[src/rtl/instr_fetch_unit.sv]
// Instruction fetch front end: fetch PC, combinational imem interface and a prefetch queue to decode.
// Optional misaligned-redirect trap is compiled in with `define IFETCH_MISALIGN_TRAP_EN.
module instr_fetch_unit #(
    parameter logic [31:0] RESET_PC = 32'h0000_0000,
    parameter int          QDEPTH   = 2
) (
    input  logic        clk,
    input  logic        reset_n,
    input  logic        fetch_en,
    output logic [31:0] imem_addr,
    input  logic [31:0] imem_rd,
    output logic [31:0] instr,
    output logic [31:0] instr_pc,
    output logic        instr_valid,
    input  logic        instr_ready,
    input  logic        redirect,
    input  logic [31:0] redirect_pc,
    output logic        fetch_fault
);

    localparam int PW = (QDEPTH > 1) ? $clog2(QDEPTH) : 1;
    localparam int CW = $clog2(QDEPTH + 1);
    localparam logic [CW-1:0] QFULL = CW'(QDEPTH);

    logic [31:0]   fpc;
    logic [PW-1:0] wr_ptr;
    logic [PW-1:0] rd_ptr;
    logic [CW-1:0] count;
    logic [31:0]   q_instr [QDEPTH];
    logic [31:0]   q_pc    [QDEPTH];
    logic [31:0]   target;
    logic          fault;
    logic          push;
    logic          pop;

`ifdef IFETCH_MISALIGN_TRAP_EN
    assign target = redirect_pc;

    // A misaligned redirect parks fetch until the next aligned redirect.
    always_ff @(posedge clk or negedge reset_n) begin
        if (!reset_n) begin
            fault <= 1'b0;
        end else if (redirect) begin
            fault <= |redirect_pc[1:0];
        end
    end
`else
    assign target = redirect_pc & 32'hFFFF_FFFC;
    assign fault  = 1'b0;
`endif

    assign imem_addr   = fpc;
    assign instr_valid = (count != '0);
    assign instr       = q_instr[rd_ptr];
    assign instr_pc    = q_pc[rd_ptr];
    assign fetch_fault = fault;

    assign pop  = instr_valid & instr_ready & ~redirect;
    assign push = fetch_en & ~redirect & ~fault & ((count < QFULL) | pop);

    // Pointers wrap naturally because QDEPTH is a power of two.
    always_ff @(posedge clk or negedge reset_n) begin
        if (!reset_n) begin
            fpc    <= RESET_PC;
            wr_ptr <= '0;
            rd_ptr <= '0;
            count  <= '0;
            for (int i = 0; i < QDEPTH; i++) begin
                q_instr[i] <= '0;
                q_pc[i]    <= '0;
            end
        end else if (redirect) begin
            fpc    <= target;
            wr_ptr <= '0;
            rd_ptr <= '0;
            count  <= '0;
        end else begin
            if (push) begin
                q_instr[wr_ptr] <= imem_rd;
                q_pc[wr_ptr]    <= fpc;
                wr_ptr          <= wr_ptr + PW'(1);
                fpc             <= fpc + 32'd4;
            end
            if (pop) begin
                rd_ptr <= rd_ptr + PW'(1);
            end
            if (push && !pop) begin
                count <= count + CW'(1);
            end else if (pop && !push) begin
                count <= count - CW'(1);
            end
        end
    end

endmodule
[config.mk]
export PLATFORM = sky130hd
export DESIGN_NAME = instr_fetch_unit
export DESIGN_NICKNAME = d
export VERILOG_FILES = /design/src/rtl/instr_fetch_unit.sv
export SDC_FILE = /design/constraint.sdc
export NUM_CORES = 1
export LEC_CHECK = 0
export ABC_AREA = 1
export CAP_MARGIN = 20
export CORE_ASPECT_RATIO = 0.75
export CORE_MARGIN = 1.5
export CORE_UTILIZATION = 40
export DETAILED_ROUTE_END_ITERATION = 16
export PLACE_DENSITY = 0.75
export SKIP_LAST_GASP = 1
export SLEW_MARGIN = 25
export SYNTH_ARGS = -nofsm -noshare
export SYNTH_HDL_FRONTEND = slang
export SYNTH_SLANG_ARGS = --single-unit
export TNS_END_PERCENT = 20
[constraint.sdc]
create_clock -name clk -period 1.6 [get_ports clk]
set_clock_uncertainty 0.1 [all_clocks]
set_input_delay 0.24 -clock clk [delete_from_list [all_inputs] [get_ports clk]]
set_output_delay 0.24 -clock clk [all_outputs]
set_load 0.05 [all_outputs]
==> impl_metrics.tcl <==
set metrics [dict create \
    outcome "finished with violations" \
    failed_checks "setup timing" \
    peakVddDrop_uv 1034 \
    place_ws_ps -193.4 \
    synth_area_leader_cell "dfrtp_1" \
    syn_area_um2 7806 \
    num_rows 44 \
    drv_cap 0 \
    path_clk_slew_ps 70 \
    fin_crit_sh_pct 118.7 \
    yosysSeqAreaShare_pct 50.65 \
    antenna_found_initial 0 \
    synthTopCellsByArea "dfrtp_1 51%, nand2_1 23%, o21ai_0 7.2%" \
    slowest_delay_ps 430 \
    crit_fanout 15 \
    rsz0062_at_grt "true" \
    insertion_delay_ps 430 \
    yosysTopAreaCellShare_pct 50.65 \
    regArea_um2 3978 \
    die_area_um2 20370 \
    totalWireLength_mm 22.96 \
    final_util_pct 60.94 \
    viasPerCell 4.978 \
    synth_top_family_by_area "simple AND/OR/NAND/NOR gates" \
    cp-start-kind "register" \
    synth-xor-area-share_pct 1.122 \
    synthAdderAreaFrac_pct 0.1603 \
    nets 1303 \
    gp_congestion 0.9397 \
    layout-drive-gt1-share_pct 19.18 \
    gr-total-overflow 0 \
    synth_cells 1045 \
    coreArea_um2 19210 \
    io_buffer_count 159 \
    postRouteAntennaNets 0 \
    crit_path_frequent_cell "buf_12" \
    cp_cell_sequence "clkinv_4 > buf_12 > nand2_1 > nand2_2 > buf_12" \
    leakage_nw 5.731 \
    diodes 0 \
    stdcell_count 1499 \
    setup_viol 68 \
    grt_pass1_wl_mm 36.22 \
    drc 0 \
    synth-simple-area-share_pct 28.63 \
    final_cell_mix "463 x nand2_1, 141 x dfrtp_1, 113 x o21ai_0, 107 x buf_12, 88 x inv_1" \
    area_growth_pct 49.99 \
    finalHoldWorstSlack_ps 189.3 \
    dr.pass1.iters 5 \
    grt_max_degree 52 \
    synth_compound_area_share_pct 10.85 \
    worst_hold_path_type "in -> async" \
    ys_warn_count 0 \
    multi_input_area_um2 3268 \
    drt_iter0_drc 632 \
    avgSynthCellArea_um2 7.470 \
    pin_count 167 \
    drv_slew 0 \
    tns_ps -16230 \
    vias 7462 \
    worst_slack_ps -299.0 \
    synthMuxAreaShare_pct 0 \
    ys_seq_elements 158 \
    slowest_stage "dfrtp_2" \
    cts.sinks 158 \
    worstPathArrival_ps 1560 \
    grt_use_total_pct 23.36 \
    end_kind "output port" \
    reg2regPathDepth 10 \
    start_util_pct 40.63 \
    die_h_um 124.0 \
    fmax_mhz 526.6 \
    cts_buffers 17 \
    cts_tree "yes" \
    cp.required_ps 1260 \
    hpwlAfterDp_mm 15.86 \
    root_buffer "clkbuf_16" \
    grt_pass1_vias 7059 \
    finalCriticalPeriod_ps 1899 \
    cts_max_level 4 \
    synth_cell_types 30 \
    die_w_um 164.3 \
    worstSetupPathType "reg -> out" \
    layout_commonest_cell "nand2_1" \
    wl_per_cell_um 15.32 \
    hold_viol 0 \
    fill_cells 1611 \
    power_density_nw_per_um2 1753 \
    dp.cells 1461 \
    clockBufferDepth 2 \
]
-- flip-flops by register name (all words and copies together), names as in the netlist --
signal / count
q_instr: 64
q_pc: 60
imem_addr: 30
count: 2
rd_ptr: 1
wr_ptr: 1
-- worst paths after layout --
path	from	to	slack, ps
min reg2reg	q_pc[24]$_DFFE_PN0P_	q_pc[24]$_DFFE_PN0P_	390
min	reset_n	q_pc[31]$_DFFE_PN0P_	190
max in group asynchronous	reset_n	imem_addr[2]$_DFFE_PN0P_	650
max	rd_ptr$_DFFE_PN0P_	instr[18]	-300
min in group clk	imem_rd[29]	q_instr[61]$_DFFE_PN0P_	270
max reg2reg	imem_addr[2]$_DFFE_PN0P_	imem_addr[28]$_DFFE_PN0P_	-70
-- layer usage --
metal	global-route usage [%]	vias to the layer above	wire length, um
met1	32.68	3523	10450
li1	-	3612	-
met4	5.739	0	333
met2	36.23	292	10310
met5	0	-	0
met3	6.094	35	1865
-- Yosys cell counts (all sizes together) --
| master | number |
|---|---|
| buf | 22 |
| o221ai | 1 |
| conb | 1 |
| nand2 | 487 |
| nor2 | 56 |
| o211ai | 5 |
| nand4 | 1 |
| inv | 94 |
| o21ai | 150 |
| nand3 | 21 |
| ha | 1 |
| o21bai | 1 |
| xnor2 | 1 |
| a31oi | 2 |
| clkbuf | 29 |
| xor2 | 9 |
| a21oi | 6 |
| dfrtp | 158 |
-- layout make-up --
cell class                 instances  area share [%]
clock buffer                      19           3.783
inverter                          94           3.078
timing repair buffer             216           27.25
tap                              253           2.704
clock inverter                    13           1.304
sequential                       158           33.97
multi-input combinational        746           27.91
-- repair_timing --
item	4_1_cts	5_1_grt
gates cloned	2	1
hold buffers	1	0
hold endpoints to repair	158	0
buffers inserted	2	0
setup endpoints to repair	66	82
resized for setup	14	8
-- power breakdown --
part           total, mW  switching (mW)  internal, mW  leakage [nW]
logic               10.3            5.78          4.48          3.50
clock network       4.11            1.73          2.37         0.276
registers           6.15           0.843          5.31          1.96
total               20.5            8.36          12.2          5.73
-- cells by family after synthesis --
logic type,Yosys count
flip-flops,158
buffers and inverters,145
adder cells (fa/ha/maj),1
AO/OA/AOI/OAI,165
AND/OR/NAND/NOR,565
XOR/XNOR,10
other,1
-- critical path: cells and delay by family (launching register included) --
kind          cells  cell delay (ps)
simple gates      2              210
buf+inv           3              480
flops             1              430
-- stage by stage --
stage,instance area [um^2],total power [mW]
finish,11710,20.52
global route,11710,21.53
CTS,11660,20.52
detailed placement,10960,16.17
global placement,10960,15.96
floorplan,7871,11.27
No activity file was read; power rests on OpenSTA's default activity.
